`config.mk`:
```
export PLATFORM = sky130hd
export DESIGN_NAME = stream_upsizer
export DESIGN_NICKNAME = d
export VERILOG_FILES = /design/src/rtl/stream_upsizer_pkg.sv /design/src/rtl/stream_out_reg.sv /design/src/rtl/stream_upsizer.sv
export SDC_FILE = /design/constraint.sdc
export NUM_CORES = 1
export LEC_CHECK = 0
export BUFFER_PORTS_ARGS = -buffer_cell sky130_fd_sc_hd__buf_4
export CAP_MARGIN = 25
export CORE_MARGIN = 2
export CORE_UTILIZATION = 35
export DETAILED_ROUTE_END_ITERATION = 12
export GPL_TIMING_DRIVEN = 0
export PLACE_DENSITY = 0.56
export SYNTH_ARGS = -nofsm -noshare
export SYNTH_HDL_FRONTEND = slang
export SYNTH_SLANG_ARGS = --single-unit
```
`constraint.sdc`:
```
create_clock -name clk_i -period 3.3 [get_ports clk_i]
set_clock_uncertainty 0.2 [all_clocks]
set_input_delay 0.66 -clock clk_i [delete_from_list [all_inputs] [get_ports clk_i]]
set_output_delay 0.66 -clock clk_i [all_outputs]
set_load 0.01 [all_outputs]
```
`src/rtl/stream_upsizer_pkg.sv`:
```
// Shared definitions for the stream width converters (upsizer/downsizer).
package stream_upsizer_pkg;

  // Packing FSM states; the downsizer reuses the same encoding.
  typedef enum logic {
    ST_ACCUM = 1'b0,
    ST_HOLD  = 1'b1
  } pack_state_e;

  // Beat counter width; a RATIO of 2 still needs one bit.
  function automatic int cnt_width(input int ratio);
    return (ratio > 2) ? $clog2(ratio) : 1;
  endfunction

endpackage

```
`src/rtl/stream_out_reg.sv`:
```
// Valid/ready holding register: loads when empty or while the current word drains.
module stream_out_reg #(
  parameter int W = 8
) (
  input  logic         clk_i,
  input  logic         rst_ni,
  input  logic [W-1:0] in_data_i,
  input  logic         in_valid_i,
  output logic         in_ready_o,
  output logic [W-1:0] out_data_o,
  output logic         out_valid_o,
  input  logic         out_ready_i
);

  logic [W-1:0] data_q;
  logic         valid_q;

  assign in_ready_o  = !valid_q || out_ready_i;
  assign out_data_o  = data_q;
  assign out_valid_o = valid_q;

  // Load a new word when the slot is free; otherwise drop valid once drained.
  always_ff @(posedge clk_i) begin
    if (!rst_ni) begin
      valid_q <= 1'b0;
      data_q  <= '0;
    end else if (in_valid_i && in_ready_o) begin
      valid_q <= 1'b1;
      data_q  <= in_data_i;
    end else if (out_ready_i) begin
      valid_q <= 1'b0;
    end
  end

endmodule

```
`src/rtl/stream_upsizer.sv`:
```
// Packs RATIO DW-bit beats (or fewer, closed by in_last_i) into one wide word.
//
//   state    | meaning
//   ST_ACCUM | accepting beats into the accumulator
//   ST_HOLD  | accumulator holds a completed word, output register busy
module stream_upsizer
  import stream_upsizer_pkg::*;
#(
  parameter int DW    = 8,
  parameter int RATIO = 4
) (
  input  logic                clk_i,
  input  logic                rst_ni,
  input  logic [DW-1:0]       in_data_i,
  input  logic                in_last_i,
  input  logic                in_valid_i,
  output logic                in_ready_o,
  output logic [DW*RATIO-1:0] out_data_o,
  output logic [RATIO-1:0]    out_keep_o,
  output logic                out_valid_o,
  input  logic                out_ready_i
);

  localparam int LANE_W = DW;
  localparam int CNT_W  = cnt_width(RATIO);
  localparam int WORD_W = DW * RATIO;
  localparam logic [CNT_W-1:0] LAST_CNT = CNT_W'(RATIO - 1);

  pack_state_e         state_q;
  logic [CNT_W-1:0]    cnt_q;
  logic [WORD_W-1:0]   acc_data_q;
  logic [RATIO-1:0]    acc_keep_q;
  logic                ready_q;

  logic [WORD_W-1:0]   merged_data;
  logic [RATIO-1:0]    merged_keep;
  logic                beat_fire;
  logic                word_done;
  logic                load_valid;
  logic [RATIO+WORD_W-1:0] load_word;
  logic [RATIO+WORD_W-1:0] out_word;
  logic                slot_free;

  // in_ready_o is a flop so it never follows in_valid_i or out_ready_i.
  assign in_ready_o = ready_q;
  assign beat_fire  = in_valid_i && ready_q;
  assign word_done  = beat_fire && (in_last_i || (cnt_q == LAST_CNT));

  // Accumulator contents with the current beat dropped into lane cnt_q.
  always_comb begin
    merged_data = acc_data_q;
    merged_keep = acc_keep_q;
    merged_data[cnt_q*LANE_W +: LANE_W] = in_data_i;
    merged_keep[cnt_q] = 1'b1;
  end

  // HOLD offers the parked word; ACCUM offers the word completed by this beat.
  always_comb begin
    load_valid = 1'b0;
    load_word  = {merged_keep, merged_data};
    if (state_q == ST_HOLD) begin
      load_valid = 1'b1;
      load_word  = {acc_keep_q, acc_data_q};
    end else if (word_done) begin
      load_valid = 1'b1;
    end
  end

  stream_out_reg #(
    .W (RATIO + WORD_W)
  ) u_out_reg (
    .clk_i       (clk_i),
    .rst_ni      (rst_ni),
    .in_data_i   (load_word),
    .in_valid_i  (load_valid),
    .in_ready_o  (slot_free),
    .out_data_o  (out_word),
    .out_valid_o (out_valid_o),
    .out_ready_i (out_ready_i)
  );

  assign out_data_o = out_word[WORD_W-1:0];
  assign out_keep_o = out_word[WORD_W +: RATIO];

  // Packing FSM: fill lanes, hand completed words to the output register.
  always_ff @(posedge clk_i) begin
    if (!rst_ni) begin
      state_q    <= ST_ACCUM;
      cnt_q      <= '0;
      acc_data_q <= '0;
      acc_keep_q <= '0;
      ready_q    <= 1'b0;
    end else begin
      case (state_q)
        ST_ACCUM: begin
          ready_q <= 1'b1;
          if (beat_fire) begin
            if (word_done) begin
              cnt_q <= '0;
              if (slot_free) begin
                acc_data_q <= '0;
                acc_keep_q <= '0;
              end else begin
                acc_data_q <= merged_data;
                acc_keep_q <= merged_keep;
                state_q    <= ST_HOLD;
                ready_q    <= 1'b0;
              end
            end else begin
              acc_data_q <= merged_data;
              acc_keep_q <= merged_keep;
              cnt_q      <= cnt_q + CNT_W'(1);
            end
          end
        end
        ST_HOLD: begin
          if (slot_free) begin
            acc_data_q <= '0;
            acc_keep_q <= '0;
            cnt_q      <= '0;
            state_q    <= ST_ACCUM;
            ready_q    <= 1'b1;
          end else begin
            ready_q <= 1'b0;
          end
        end
        default: begin
          state_q <= ST_ACCUM;
          ready_q <= 1'b0;
        end
      endcase
    end
  end

endmodule

```
# Word level (Yosys, flattened, before mapping)
# Index checks and enable logic that the tools add are counted.
[op_classes]
addsub = 2
muxes = 30
reduce_logical = 9
n_eq_ne = 3
n_lt_le_gt_ge = 2
bitwise = 2
shift = 2
[op_table]
columns = ["op", "count"]
rows = [
  ["32-bit 2-to-1 mux", 4],
  ["32-bit case mux with 2 select lines", 1],
  ["36-bit 2-to-1 mux", 1],
  ["5-bit negator with 34-bit output", 1],
  ["8-bit by 34-bit variable shift with 32-bit output, first input constant", 1],
  ["8-bit by 34-bit indexed part select with 32-bit output", 1],
  ["32-bit bitwise mux", 1],
  ["4-bit 2-to-1 mux", 4],
  ["1-bit 2-to-1 mux", 11],
  ["4-bit case mux with 2 select lines", 1],
  ["2-bit 2-to-1 mux", 3],
  ["1-bit logical AND", 4],
  ["4-bit OR", 1],
  ["1-bit case mux with 2 select lines", 2],
  ["2-bit case mux with 2 select lines", 1],
  ["2-bit by 3-bit less-than comparator with 1-bit output, second input constant", 1],
  ["2-bit by 1-bit adder with 2-bit output, second input constant", 1],
  ["1-bit demux with 2-bit select", 1],
  ["2-bit == test, second input constant", 1],
  ["2-bit by 1-bit >= comparator with 1-bit output, second input constant", 1],
  ["1-bit logical OR", 2],
  ["2-bit by 1-bit != test with 1-bit output, second input constant", 1],
  ["2-bit != test, second input constant", 1],
  ["2-bit AND reduction", 1],
  ["other kinds (3)", 3],
]
[word_totals]
regBits = 77

# Longest topological paths before layout
[logic_depth]
ltp_word = 9
mapped_depth = 7
ltp_nobuf = 6

# Hierarchy
# A second synthesis with hierarchy kept.
[hier_totals]
hier_cells = 455
hier_area_um2 = 3948.8
[by_module_without_submodules]
columns = ["module", "area_per_inst_um2", "seq_area_each_um2", "cells_per_inst", "n_inst"]
rows = [
  ["stream_upsizer", 2431.1, 800.8, 294, 1],
  ["stream_out_reg", 1517.7, 740.7, 161, 1],
]

# Worst setup path before layout
# OpenSTA, ideal clock, no wires.
[synth_timing]
kind = "reg-to-reg"
startpoint = "register cnt_q[0]"
endpoint = "register acc_data_q[16]"
required_time_ns = 2.983
setup_time_ns = 0.117
arrival_ns = 1.958
setup_slack_ns = 1.025
stages_incl_launch_ff = 8
path_buffers = 1
path_cell_list = "dfxtp_1 > inv_2 > ha_1 > and4bb_1 > and2_1 > buf_2 > and2b_4 > a32o_1"
[synth_via]
elab_chain_len = 7
[synth_rtl]
columns = ["element", "line_no", "text"]
rows = [
  ["from (decl)", "stream_upsizer.sv:30", "logic [CNT_W-1:0] cnt_q;"],
  ["from (signal assigned)", "stream_upsizer.sv:112", "cnt_q <= cnt_q + CNT_W'(1);"],
  ["5-bit negator with 34-bit output", "stream_upsizer.sv:53", "merged_data[cnt_q*LANE_W +: LANE_W] = in_data_i;"],
  ["8-bit by 34-bit indexed part select with 32-bit output / 8-bit by 34-bit variable shift with 32-bit output (equally long branches)", "stream_upsizer.sv:53", ""],
  ["32-bit bitwise mux", "stream_upsizer.sv:53", ""],
  ["32-bit 2-to-1 mux", "stream_upsizer.sv:100", "if (slot_free) begin"],
  ["32-bit 2-to-1 mux (*)", "stream_upsizer.sv:98", "if (word_done) begin"],
  ["32-bit 2-to-1 mux (*)", "stream_upsizer.sv:97", "if (beat_fire) begin"],
  ["32-bit case mux with 2 select lines (*)", "stream_upsizer.sv:94", "case (state_q)"],
  ["to (signal assigned)", "stream_upsizer.sv:104", "acc_data_q <= merged_data;"],
  ["to (signal assigned)", "stream_upsizer.sv:110", "acc_data_q <= merged_data;"],
  ["to (decl)", "stream_upsizer.sv:31", "logic [WORD_W-1:0] acc_data_q;"],
]
# Mark *: on every way between the ends. The rest lies on a longest branch, timed or not. The select of a mux whose other input is x is not followed.
# A chain may end at the register's enable or synchronous reset.

# Final worst setup path
[layout_timing]
startpoint = "register cnt_q[0]"
endpoint = "register acc_data_q[3]"
# The elaborated chain is that of the path after synthesis.

==> flow_summary.yaml <==
die:
  core_mm2: 0.008678
  die_area_mm2: 0.009653
  io_pins: 51
  floorplan.initialDensity_pct: 35.83
  dieWidth_um: 98.25
  row_count: 34
  die_y_um: 98.25
pwr:
  max-vdd-ir-drop_mv: 0.1733
  p_total_mw: 1.903
  cellPowerDensity_mw_per_mm2: 504.8
  p_leak_nw: 1.549
critical_path:
  critPathKind: "reg2reg"
  cp-start-kind: "register"
  crit_fanout: 9
  critical_path_arrival_ns: 2.78
  rr_worst_depth: 6
  worst_ep_required_time_ns: 3.39
  critPathCaptureType: "register"
yosys:
  yosysSeqAreaShare_pct: 49.58
  async_reset_ff_share_pct: 0
  avgSynthCellArea_um2: 10.09
  ys_types: 43
  ys_seq_elements: 77
  synth_ff_type: "dfxtp_1"
  synth_area_mm2: 0.003109
  synthCells: 308
  synth_edf_count: 0
  syn_nets: 329
  yosysWarnings: 0
drt:
  antenna_left: 0
  drt_pre_antenna_iters: 4
  drc: 0
  vias: 2674
  drtIter0Drc: 190
  via_per_inst: 5.641
  wirelength_um: 8431
  wl_per_cell_um: 17.79
timing:
  hold_viol: 0
  worst_slew_pin_slew_ns: 0.7367
  finalSetupViolations: 0
  post-route-period-util_pct: 81.56
  period_needed_ns: 2.691
  rsz0062_at_grt: "false"
  relSlewSlack_pct: 50.76
  finalMaxSlewViolations: 0
  finalSetupTns_ns: 0
  max_freq_ghz: 0.3715
clock_tree:
  post_cts_buffers: 0
  clock_latency_ns: 0.35
  max-clock-path-buffers: 2
  tritoncts: "done"
  post_cts_resized: 0
  cts_sinks: 77
  numCtsBuffers: 9
  h-tree-depth: 3
  cts_root_buffer: "clkbuf_8"
  cts.clk_slew.worst_paths_ns: 0.08
  cts_hold_buffers: 0
finish:
  multi_input_area_mm2: 0.001420
  n_fill_cell: 881
  area_growth_pct: 21.25
  diodes: 0
  seqCellArea_mm2: 0.001541
  drive_above_1_share_pct: 23.77
  layout.cells.most_common_list: "dfxtp_1, buf_4, nor2_1"
  layout_commonest_cell: "dfxtp_1"
  final_nets: 382
global_route:
  grt_pass1_vias: 2607
  grt_pass1_wl_um: 13730
  grt_use_total_pct: 18.02
  use_met2_pct: 27.82
  grt_util_met1_pct: 24.97
  antenna_found_initial: 0
  grt_overflow: 0
  grt.met3_usage_pct: 3.722
  grt_max_degree: 14
  grt.busiest_layer: "met2"
job:
  max_cap_viol_count: 0
hold_path:
  hold_class: "reg2reg"
  min_path_cells: 1
placement:
  gp_congestion: 0.8383
  dp_hpwl_um: 5787
  port_buffers: 42
status:
  status: "completed"
[per-layer routing]
layer | up-vias | wire [um]
met2 | 81 | 3889
li1 | 1290 | -
met4 | 0 | 62
met5 | - | 0
met1 | 1299 | 3845
met3 | 4 | 633
[critical path, stage by stage, from the launching register on]
cell     delay, ns
dfxtp_1       0.54
inv_2         0.17
ha_1          0.44
nor4b_2       0.70
nand2_1       0.14
nor2_2        0.27
a22o_1        0.17
[registers in the layout (all words and copies together) (netlist names)]
register and cells:
in_ready_o 1, state_q 1, u_out_reg.out_valid_o 1, u_out_reg.out_data_o 36, cnt_q 2, acc_keep_q 4, acc_data_q 32
[synthesized netlist by cell type (2+ instances only)]
library cell,count,area share [%]
nand2b_1,3,0.60
nor3b_1,2,0.48
nor2b_1,2,0.40
a211oi_1,3,0.72
nand2_1,5,0.60
a221oi_1,31,8.7
nor2_1,39,4.7
buf_2,10,1.6
a22o_1,7,2.0
o21ai_0,29,4.7
nor3_1,8,1.3
ha_1,8,3.2
inv_1,2,0.24
and2_1,2,0.40
dfxtp_1,77,50
nand3_1,2,0.32
a32o_2,8,2.9
clkbuf_1,16,1.9
a21oi_1,10,1.6
a32o_1,21,6.8
[kinds of logic after synthesis]
logic type                 synth area share [%]
AOI/OAI and AO/OA                         29.86
DFF                                       49.58
and+or+nand+nor                           12.60
buffers and inverters                     4.748
adders and majority gates                 3.219
[layout make-up]
cell class	instances	share of cell area [%]
multi-input combinational	198	37.67
clock inverter	5	1.560
sequential	77	40.89
clock buffer	11	4.016
timing repair buffer	42	8.364
tap	108	3.584
buffer	29	3.518
inverter	4	0.3983
[where the power goes]
group / switching, mW / internal [mW] / total (mW)
sequential: 0.0162 / 0.957 / 0.974
combinational: 0.119 / 0.0726 / 0.191
clock: 0.348 / 0.391 / 0.738
total: 0.482 / 1.42 / 1.90
[path summary, 6_finish.rpt]
check | startpoint | endpoint | slack (ns)
worst max-delay path | cnt_q[0] | acc_data_q[3] | 0.61
worst min-delay path | acc_data_q[6] | acc_data_q[6] | 0.27
worst max register to register | cnt_q[0] | acc_data_q[3] | 0.61
worst min register to register | acc_data_q[6] | acc_data_q[6] | 0.27
[stage by stage]
stage | instances | worst slack [ns] | utilization (%) | cell area, um^2 | hold WS, ns
5_1_grt | 474 | 0.3805 | 43.44 | 3770 | 0.2901
3_3_place_gp | 458 | 0.6400 | 41.02 | 3560 | 0.2474
3_5_place_dp | 458 | 0.5889 | 41.02 | 3560 | 0.2533
4_1_cts | 474 | 0.5781 | 43.44 | 3770 | 0.2709
6_report | 474 | 0.6085 | 43.44 | 3770 | 0.2702
2_1_floorplan | 308 | 1.025 | - | 3109 | 0.2418
(Power assumes the default switching activity.)
